===== config.mk =====
export PLATFORM = sky130hd
export DESIGN_NAME = imem_port_arbiter
export DESIGN_NICKNAME = d
export VERILOG_FILES = /design/src/rtl/imem_arb_pkg.sv /design/src/rtl/imem_addr_check.sv /design/src/rtl/imem_port_arbiter.sv
export SDC_FILE = /design/constraint.sdc
export NUM_CORES = 1
export LEC_CHECK = 0
export BUFFER_PORTS_ARGS = -buffer_cell sky130_fd_sc_hd__buf_2
export CAP_MARGIN = 5
export CORE_AREA = 2 2 96 98
export DETAILED_ROUTE_END_ITERATION = 16
export DIE_AREA = 0 0 98 100
export GPL_ROUTABILITY_DRIVEN = 1
export PLACE_DENSITY_LB_ADDON = 0.25
export SLEW_MARGIN = 20
export SYNTH_ARGS = -nofsm -noshare
export SYNTH_HDL_FRONTEND = slang
export SYNTH_SLANG_ARGS = --single-unit

===== constraint.sdc =====
create_clock -name clk -period 4.9 [get_ports clk]
set_input_delay 0.98 -clock clk [delete_from_list [all_inputs] [get_ports clk]]
set_output_delay 0.98 -clock clk [all_outputs]
set_load 0.05 [all_outputs]

===== src/rtl/imem_arb_pkg.sv =====
// Shared types and defaults for the instruction-memory port arbiter.
//   arb_state_t : RUN (normal arbitration), LOCK (loader exclusive), DRAIN (no grants)
//   owner_t     : which requester owns the read response in flight
//   resp_tag_t  : registered response tag (owner + bad-access flag)
package imem_arb_pkg;

  localparam int unsigned IMEM_ADDR_W   = 32;
  localparam int unsigned IMEM_DEPTH_W  = 10;
  localparam int unsigned IMEM_MAX_WAIT = 4;
  localparam int unsigned IMEM_DATA_W   = 32;

  // RISC-V NOP, reserved for later use (e.g. a flush bubble).
  localparam logic [IMEM_DATA_W-1:0] NOP = 32'h0000_0013;

  typedef enum logic [1:0] {
    RUN   = 2'd0,
    LOCK  = 2'd1,
    DRAIN = 2'd2
  } arb_state_t;

  typedef enum logic [1:0] {
    OWN_NONE  = 2'd0,
    OWN_FETCH = 2'd1,
    OWN_LD    = 2'd2
  } owner_t;

  typedef struct packed {
    owner_t owner;
    logic   bad;
  } resp_tag_t;

endpackage


===== src/rtl/imem_addr_check.sv =====
// Combinational byte-address decode for one requester.
//   addr  : requester byte address
//   idx_c : IMEM word index, addr[DEPTH_W+1:2]
//   bad_c : misaligned or beyond the IMEM word count
module imem_addr_check
  import imem_arb_pkg::*;
#(
  parameter int unsigned ADDR_W  = IMEM_ADDR_W,
  parameter int unsigned DEPTH_W = IMEM_DEPTH_W
) (
  input  logic [ADDR_W-1:0]  addr,
  output logic [DEPTH_W-1:0] idx_c,
  output logic               bad_c
);

  logic out_of_range;

  assign idx_c = addr[DEPTH_W+1:2];

  // Any set bit above the word-index field lies past the end of IMEM.
  generate
    if (ADDR_W > DEPTH_W + 2) begin : g_range
      assign out_of_range = |addr[ADDR_W-1:DEPTH_W+2];
    end else begin : g_no_range
      assign out_of_range = 1'b0;
    end
  endgenerate

  assign bad_c = (addr[1:0] != 2'b00) || out_of_range;

endmodule


===== src/rtl/imem_port_arbiter.sv =====
// Shares one synchronous IMEM port between CPU fetch (read-only) and the
// program loader (read/write). Fetch has priority; a loader that has waited
// MAX_WAIT consecutive cycles is forced through. ld_lock gives the loader
// exclusive access (LOCK), followed by one DRAIN cycle with no grants.
// Optional macro IMEM_ARB_PERF_EN adds perf_fetch_stall (saturating count of
// cycles where fetch requested but was not granted).
// Ports:
//   clk, rst_n                        clock, async active-low reset
//   fetch_req/addr -> fetch_gnt       fetch request and combinational grant
//   fetch_rvalid/rdata/err            fetch read response, one cycle after grant
//   ld_req/we/addr/wdata/lock         loader request, write enable, lock request
//   ld_gnt, ld_rvalid/rdata/err       loader grant and read response
//   locked                            FSM is in LOCK
//   mem_en/we/addr/wdata, mem_rdata   IMEM port (rdata valid the cycle after a read)
module imem_port_arbiter
  import imem_arb_pkg::*;
#(
  parameter int unsigned ADDR_W   = IMEM_ADDR_W,
  parameter int unsigned DEPTH_W  = IMEM_DEPTH_W,
  parameter int unsigned MAX_WAIT = IMEM_MAX_WAIT
) (
  input  logic               clk,
  input  logic               rst_n,
  input  logic               fetch_req,
  input  logic [ADDR_W-1:0]  fetch_addr,
  output logic               fetch_gnt,
  output logic               fetch_rvalid,
  output logic [31:0]        fetch_rdata,
  output logic               fetch_err,
  input  logic               ld_req,
  input  logic               ld_we,
  input  logic [ADDR_W-1:0]  ld_addr,
  input  logic [31:0]        ld_wdata,
  input  logic               ld_lock,
  output logic               ld_gnt,
  output logic               ld_rvalid,
  output logic [31:0]        ld_rdata,
  output logic               ld_err,
  output logic               locked,
  output logic               mem_en,
  output logic               mem_we,
  output logic [DEPTH_W-1:0] mem_addr,
  output logic [31:0]        mem_wdata,
  input  logic [31:0]        mem_rdata
`ifdef IMEM_ARB_PERF_EN
  ,
  output logic [15:0]        perf_fetch_stall
`endif
);

  localparam int unsigned WAIT_W = (MAX_WAIT < 1) ? 1 : $clog2(MAX_WAIT + 1);

  arb_state_t         state_q;
  logic [WAIT_W-1:0]  wait_q;
  resp_tag_t          tag_q;
  resp_tag_t          tag_d;

  logic [DEPTH_W-1:0] fetch_idx;
  logic [DEPTH_W-1:0] ld_idx;
  logic               fetch_bad;
  logic               ld_bad;
  logic               fetch_good;
  logic               ld_good;

  imem_addr_check #(.ADDR_W(ADDR_W), .DEPTH_W(DEPTH_W)) u_fetch_chk (
    .addr  (fetch_addr),
    .idx_c (fetch_idx),
    .bad_c (fetch_bad)
  );

  imem_addr_check #(.ADDR_W(ADDR_W), .DEPTH_W(DEPTH_W)) u_ld_chk (
    .addr  (ld_addr),
    .idx_c (ld_idx),
    .bad_c (ld_bad)
  );

  // Grant decision; nothing is granted while reset is held.
  always_comb begin
    fetch_gnt = 1'b0;
    ld_gnt    = 1'b0;
    if (rst_n) begin
      case (state_q)
        RUN: begin
          if (ld_req && (wait_q == WAIT_W'(MAX_WAIT))) begin
            ld_gnt = 1'b1;
          end else if (fetch_req) begin
            fetch_gnt = 1'b1;
          end else if (ld_req) begin
            ld_gnt = 1'b1;
          end
        end
        LOCK:    ld_gnt = ld_req;
        default: ;
      endcase
    end
  end

  // Memory strobe; bad accesses are granted but never reach the array.
  always_comb begin
    fetch_good = fetch_gnt && !fetch_bad;
    ld_good    = ld_gnt && !ld_bad;
    mem_en     = fetch_good || ld_good;
    mem_we     = ld_good && ld_we;
    mem_addr   = '0;
    mem_wdata  = '0;
    if (ld_good) begin
      mem_addr = ld_idx;
      if (ld_we) mem_wdata = ld_wdata;
    end else if (fetch_good) begin
      mem_addr = fetch_idx;
    end
  end

  // Tag for next cycle's read response; writes produce none.
  always_comb begin
    tag_d = '{owner: OWN_NONE, bad: 1'b0};
    if (fetch_gnt) begin
      tag_d = '{owner: OWN_FETCH, bad: fetch_bad};
    end else if (ld_gnt && !ld_we) begin
      tag_d = '{owner: OWN_LD, bad: ld_bad};
    end
  end

  // FSM, loader aging counter and response tag.
  always_ff @(posedge clk or negedge rst_n) begin
    if (!rst_n) begin
      state_q <= RUN;
      wait_q  <= '0;
      tag_q   <= '{owner: OWN_NONE, bad: 1'b0};
    end else begin
      tag_q <= tag_d;

      if (ld_req && !ld_gnt) begin
        if (wait_q != WAIT_W'(MAX_WAIT)) wait_q <= wait_q + WAIT_W'(1);
      end else begin
        wait_q <= '0;
      end

      case (state_q)
        // Entering LOCK waits for any fetch response still in flight.
        RUN:     if (ld_lock && (tag_q.owner != OWN_FETCH)) state_q <= LOCK;
        LOCK:    if (!ld_lock) state_q <= DRAIN;
        DRAIN:   state_q <= RUN;
        default: state_q <= RUN;
      endcase
    end
  end

  assign locked       = (state_q == LOCK);
  assign fetch_rvalid = (tag_q.owner == OWN_FETCH);
  assign ld_rvalid    = (tag_q.owner == OWN_LD);
  assign fetch_err    = fetch_rvalid && tag_q.bad;
  assign fetch_rdata  = (fetch_rvalid && !tag_q.bad) ? mem_rdata : 32'h0;
  assign ld_rdata     = (ld_rvalid && !tag_q.bad) ? mem_rdata : 32'h0;
  // Bad reads flag with the response; bad writes flag in the grant cycle.
  assign ld_err       = (ld_rvalid && tag_q.bad) || (ld_gnt && ld_we && ld_bad);

`ifdef IMEM_ARB_PERF_EN
  // Saturating count of cycles fetch asked and was refused.
  always_ff @(posedge clk or negedge rst_n) begin
    if (!rst_n) begin
      perf_fetch_stall <= 16'h0;
    end else if (fetch_req && !fetch_gnt && (perf_fetch_stall != 16'hFFFF)) begin
      perf_fetch_stall <= perf_fetch_stall + 16'd1;
    end
  end
`endif

endmodule


==> results of run 1 <==
[kinds of logic after synthesis]
kind of cell | count (synthesis) | synth area share, %
adders and majority gates | 2 | 1.76
xor gates and xnor gates | 1 | 0.616
buffers and inverters | 20 | 6.07
DFF | 8 | 14.1
and+or+nand+nor | 154 | 63.1
AOI/OAI and AO/OA | 18 | 14.3
[cell type report]
cell class              count  area [sq um]
fillers                   990          6090
repair buffers            251          1260
multi-input cells         175          1130
flip-flops and latches      8           200
well taps                 111           139
clock buffers               3          41.3
inverters                   6          22.5
[per-layer routing]
layer  global-route usage, %  wire length, um
met3                    1.53              583
met1                    12.8             2310
met2                    22.1             3240
met5                       0                0
met4                    2.88               56
[metrics by stage]
stage               util, %  instances  area (sq um)  hold WS (ps)
global placement       31.0        551          2760           541
finish                 31.5        554          2800           554
CTS                    31.5        554          2800           552
detailed placement     31.0        551          2760           547
floorplan                 -        203          1420           504
global route           31.5        554          2800           590
[worst max-delay path, stage by stage]
cell and delay, ps:
buf_2 100, nor4_1 280, nand4_1 200, or2_2 510, o32ai_1 330, buf_2 320
[flip-flops by register name, summed over array words and instances, names as in the netlist]
signal   cells
wait_q       3
state_q      2
tag_q        3
[power groups by stage]
| stage | Combinational, mW | Sequential, mW | Clock [mW] |
|---|---|---|---|
| after detailed placement | 0.177 | 0.0759 | 0 |
| after CTS | 0.178 | 0.0749 | 0.0815 |
| final | 0.175 | 0.0748 | 0.0800 |
| after global routing | 0.190 | 0.0755 | 0.0857 |
| after floorplan | 0.0996 | 0.0745 | 0 |
| after global placement | 0.175 | 0.0756 | 0 |
[path summary, 6_finish.rpt]
kind	from	end	slack, ps	cells past startpoint
setup / recovery	ld_addr[1]	mem_en	1200	6
hold / removal	wait_q[1]$_DFFE_PN0P_	wait_q[1]$_DFFE_PN0P_	550	2
setup reg to reg	wait_q[0]$_DFFE_PN0P_	tag_q[0]$_DFF_PN0_	2860	5
hold reg to reg	wait_q[1]$_DFFE_PN0P_	wait_q[1]$_DFFE_PN0P_	550	2
max in group asynchronous	rst_n	state_q[1]$_DFFE_PN0P_	4120	1
min in group asynchronous	rst_n	wait_q[0]$_DFFE_PN0P_	600	1
[cell usage after synthesis (all sizes together)]
cell type and instances:
a32o 1, nor2 6, dfrtp 8, nand4 2
and2 98, nor4 9, nor3 3, nor3b 1
o32ai 1, o22ai 10, ha 2, a2111oi 1
or2 1, buf 4, a22o 1, nand2b 3
or4 2, inv 6, o211a 1, nor2b 5
o21ai 1, xnor2 1, a21oi 1, nand2 24
o2111ai 1, clkbuf 10
==> flow_metrics.env, run 1 <==
export IMPL_core_sq_um=8890
export IMPL_postCtsSetupRepairBufs=0
export IMPL_setup_viol=0
export IMPL_via_per_inst=4.02
export IMPL_critPathCaptureType="output pin"
export IMPL_yosys_area_top_type="and2_1"
export IMPL_gr_total_overflow=0
export IMPL_drt_total_wl_um=6190
export IMPL_slew_headroom_pct=46.4
export IMPL_max_freq_mhz=270
export IMPL_hpwl_um=5420
export IMPL_netlist_area_sq_um=1420
export IMPL_ctsResizeCount=0
export IMPL_drv_cap=0
export IMPL_cts_path_max_buffers=2
export IMPL_final_min_clock_period_ps=3700
export IMPL_grt_antenna_before_repair=0
export IMPL_clkPwrFrac_pct=24.2
export IMPL_post_route_period_util_pct=75.5
export IMPL_syn_avg_cell_area_sq_um=7.00
export IMPL_grt_pass1_wl_um=9180
export IMPL_initialDrtViolationCount=73
export IMPL_crit_required_ps=3920
export IMPL_synth_cells=203
export IMPL_worst_slack_ps=1200
export IMPL_initial_utilization_pct=16.0
export IMPL_die_h_um=100
export IMPL_synth_nets=339
export IMPL_ys_warn_count=0
export IMPL_crit_arrival_ps=2720
export IMPL_rows=35
export IMPL_switching_share_pct=42.0
export IMPL_clk_pin_slew_ps=40
export IMPL_fp_dieW_um=98
export IMPL_grt_setup_unrepaired="false"
export IMPL_combPwrFrac_pct=53.1
export IMPL_cts_hold_buffers=0
export IMPL_grt_max_degree=34
export IMPL_p_int_mw=0.191
export IMPL_yosysTopAreaCellShare_pct=43.1
export IMPL_diodes=0
export IMPL_wl_per_cell_um=11.2
export IMPL_p_per_area_nw_per_um2=118
export IMPL_die_area_sq_um=9800
export IMPL_startpoint_type="primary input"
export IMPL_cts_max_level=1
export IMPL_place_ws_ps=1200
export IMPL_ant_nets=0
export IMPL_tightest_slew_ps=804
export IMPL_synth_seq_cells=8
export IMPL_gp_congestion=0.771
export IMPL_cts_tree="done"
export IMPL_maxSlewViolCount=0
export IMPL_hold_viol_final=0
export IMPL_finalClockSkew_ps=0.584
export IMPL_numCtsBuffers=3
export IMPL_final_common_cell="buf_2"
export IMPL_drc=0
export IMPL_worstPathMaxFanout=13
export IMPL_drive_above_1_share_pct=60.5
export IMPL_syn_to_final_growth_pct=97.1
export IMPL_vias=2226
export IMPL_worstSetupPathType="in -> out"
export IMPL_seqPwrFrac_pct=22.6
export IMPL_clockRootBuffer="clkbuf_8"
export IMPL_io_pins=249
export IMPL_port_buffers=248
export IMPL_worstHoldPathType="reg -> reg"
export IMPL_ys_seq_area_share_pct=14.1
export IMPL_tns_ps=0
export IMPL_cts_sinks=8
export IMPL_fin_nets=581
export IMPL_drt_pass1_iterations=3
export IMPL_yosysUniqueCellTypes=30
export IMPL_layout_common_cells="buf_2 (248), and2_1 (98), nand2_1 (24)"
export IMPL_status="finished clean"
export IMPL_grt_pass1_vias=1937
export IMPL_p_switching_mw=0.139
export IMPL_irDropWorstVdd_mv=0.0667
export IMPL_grtUsageTotal_pct=11.3
export IMPL_synth_area_leaders="and2_1 (43%), dfrtp_1 (14%), o22ai_2 (7.9%)"
export IMPL_insertion_delay_ps=230
export IMPL_finalPower_mw=0.330
export IMPL_p_leak_nw=1.73
Power figures use the tool's default switching activity.
==> run 2: changes to the inputs <==
- clock period: 4.9 -> 3.62 ns (I/O delays scaled with it)
==> flow_metrics.env, run 2 (synthesis results as in run 1) <==
export IMPL_switching_share_pct=42.0
export IMPL_cp_startpoint="ld_addr[26]"
export IMPL_port_buffers=248
export IMPL_rrSetupSlack_ps=1880
export IMPL_io_pins=249
export IMPL_cts_path_max_buffers=2
export IMPL_grt_pass1_vias=1889
export IMPL_grtUsageTotal_pct=11.2
export IMPL_die_h_um=100
export IMPL_rows=35
export IMPL_crit_required_ps=2900
export IMPL_gr_total_overflow=0
export IMPL_cts_tree="done"
export IMPL_via_per_inst=4.04
export IMPL_initial_utilization_pct=16.0
export IMPL_gr_usage_met1_pct=12.7
export IMPL_gp_congestion=0.769
export IMPL_hold_viol_final=0
export IMPL_postCtsSetupRepairBufs=0
export IMPL_worstSetupPathType="in -> out"
export IMPL_setup_viol=0
export IMPL_max_freq_mhz=319
export IMPL_p_per_area_nw_per_um2=159
export IMPL_insertion_delay_ps=230
export IMPL_whs_ps=345
export IMPL_critPathCaptureType="output pin"
export IMPL_clkPwrFrac_pct=24.3
export IMPL_endpoint="mem_en"
export IMPL_startpoint_type="primary input"
export IMPL_grt_busiest_layer="met2"
export IMPL_initialDrtViolationCount=42
export IMPL_status="finished clean"
export IMPL_maxSlewViolCount=0
export IMPL_ant_nets=0
export IMPL_slew_headroom_pct=73.4
export IMPL_cts_sinks=8
export IMPL_final_min_clock_period_ps=3140
export IMPL_tns_ps=0
export IMPL_reg2regPathDepth=6
export IMPL_grt_max_degree=34
export IMPL_crit_arrival_ps=2420
export IMPL_syn_to_final_growth_pct=97.6
export IMPL_drt_pass1_iterations=4
export IMPL_final_common_cell="buf_2"
export IMPL_drt_total_wl_um=6220
export IMPL_fp_dieW_um=98
export IMPL_combPwrFrac_pct=53.1
export IMPL_cts_max_level=1
export IMPL_seqPwrFrac_pct=22.5
export IMPL_wl_per_cell_um=11.2
export IMPL_vias=2243
export IMPL_layout_common_cells="buf_2 (248), and2_1 (98), nand2_1 (24)"
export IMPL_finalClockSkew_ps=1.84
export IMPL_core_sq_um=8890
export IMPL_drc=0
export IMPL_die_area_sq_um=9800
export IMPL_globalRouteMet3Util_pct=1.39
export IMPL_clockRootBuffer="clkbuf_8"
export IMPL_irDropWorstVdd_mv=0.0628
export IMPL_p_switching_mw=0.188
export IMPL_post_route_period_util_pct=86.7
export IMPL_drive_above_1_share_pct=60.6
export IMPL_reg_top3="tag_q (3), wait_q (3), state_q (2)"
export IMPL_fin_nets=582
export IMPL_hpwl_um=5400
export IMPL_diodes=0
export IMPL_grt_antenna_before_repair=0
export IMPL_worstHoldPathType="in -> async"
export IMPL_p_leak_nw=1.73
export IMPL_clk_pin_slew_ps=40
export IMPL_p_int_mw=0.260
export IMPL_r2r_end="tag_q[0]$_DFF_PN0_"
export IMPL_grt_pass1_wl_um=8950
export IMPL_grt_use_met2_pct=21.7
export IMPL_r2r_start="wait_q[0]$_DFFE_PN0P_"
export IMPL_drv_cap=0
export IMPL_numCtsBuffers=3
export IMPL_cts_hold_buffers=0
export IMPL_ctsResizeCount=0
export IMPL_worstPathMaxFanout=13
export IMPL_grt_setup_unrepaired="false"
export IMPL_tightest_slew_ps=395
[run 2: cell type report]
class                   count  area, sq um
flip-flops and latches      8          200
multi-input cells         175         1130
repair buffers            252         1270
well taps                 111          139
fillers                  1006         6080
clock buffers               3         41.3
inverters                   6         22.5
[run 2: power groups by stage]
stage | sequential, mW | combinational (mW) | clock [mW]
floorplan | 0.101 | 0.135 | 0
global placement | 0.102 | 0.238 | 0
detailed placement | 0.102 | 0.241 | 0
CTS | 0.101 | 0.241 | 0.113
global route | 0.101 | 0.258 | 0.120
finish | 0.101 | 0.238 | 0.109
[run 2: worst min path at each step]
| stage | startpoint | to | slack [ps] | cells after the start |
|---|---|---|---|---|
| after floorplan | rst_n | state_q[0]$_DFFE_PN0P_ | 430 | 0 |
| after global placement | wait_q[1]$_DFFE_PN0P_ | wait_q[1]$_DFFE_PN0P_ | 530 | 2 |
| after detailed placement | wait_q[1]$_DFFE_PN0P_ | wait_q[1]$_DFFE_PN0P_ | 550 | 2 |
| after CTS | rst_n | state_q[1]$_DFFE_PN0P_ | 350 | 1 |
| after global routing | rst_n | wait_q[0]$_DFFE_PN0P_ | 360 | 1 |
| final | rst_n | wait_q[0]$_DFFE_PN0P_ | 340 | 1 |
[run 2: routing by layer]
| layer | wire, um | up-vias |
|---|---|---|
| met5 | 0 | - |
| met4 | 71 | 0 |
| met3 | 575 | 5 |
| met2 | 3310 | 141 |
| met1 | 2260 | 952 |
| li1 | - | 1145 |
[run 2: worst max-delay path, cell delays in order]
cell and delay [ps]:
buf_2 90, nor4_1 280, nand4_1 200, or2_2 500
o32ai_1 300, buf_2 320
[run 2: metrics by stage]
stage / cell area, sq um / util (%) / setup slack, ps / cells / total power, mW
floorplan: 1420 / - / 214 / 203 / 0.236
global placement: 2770 / 31.1 / 510 / 552 / 0.340
detailed placement: 2770 / 31.1 / 426 / 552 / 0.343
CTS: 2810 / 31.6 / 419 / 555 / 0.456
global route: 2810 / 31.6 / 349 / 555 / 0.479
finish: 2810 / 31.6 / 480 / 555 / 0.448
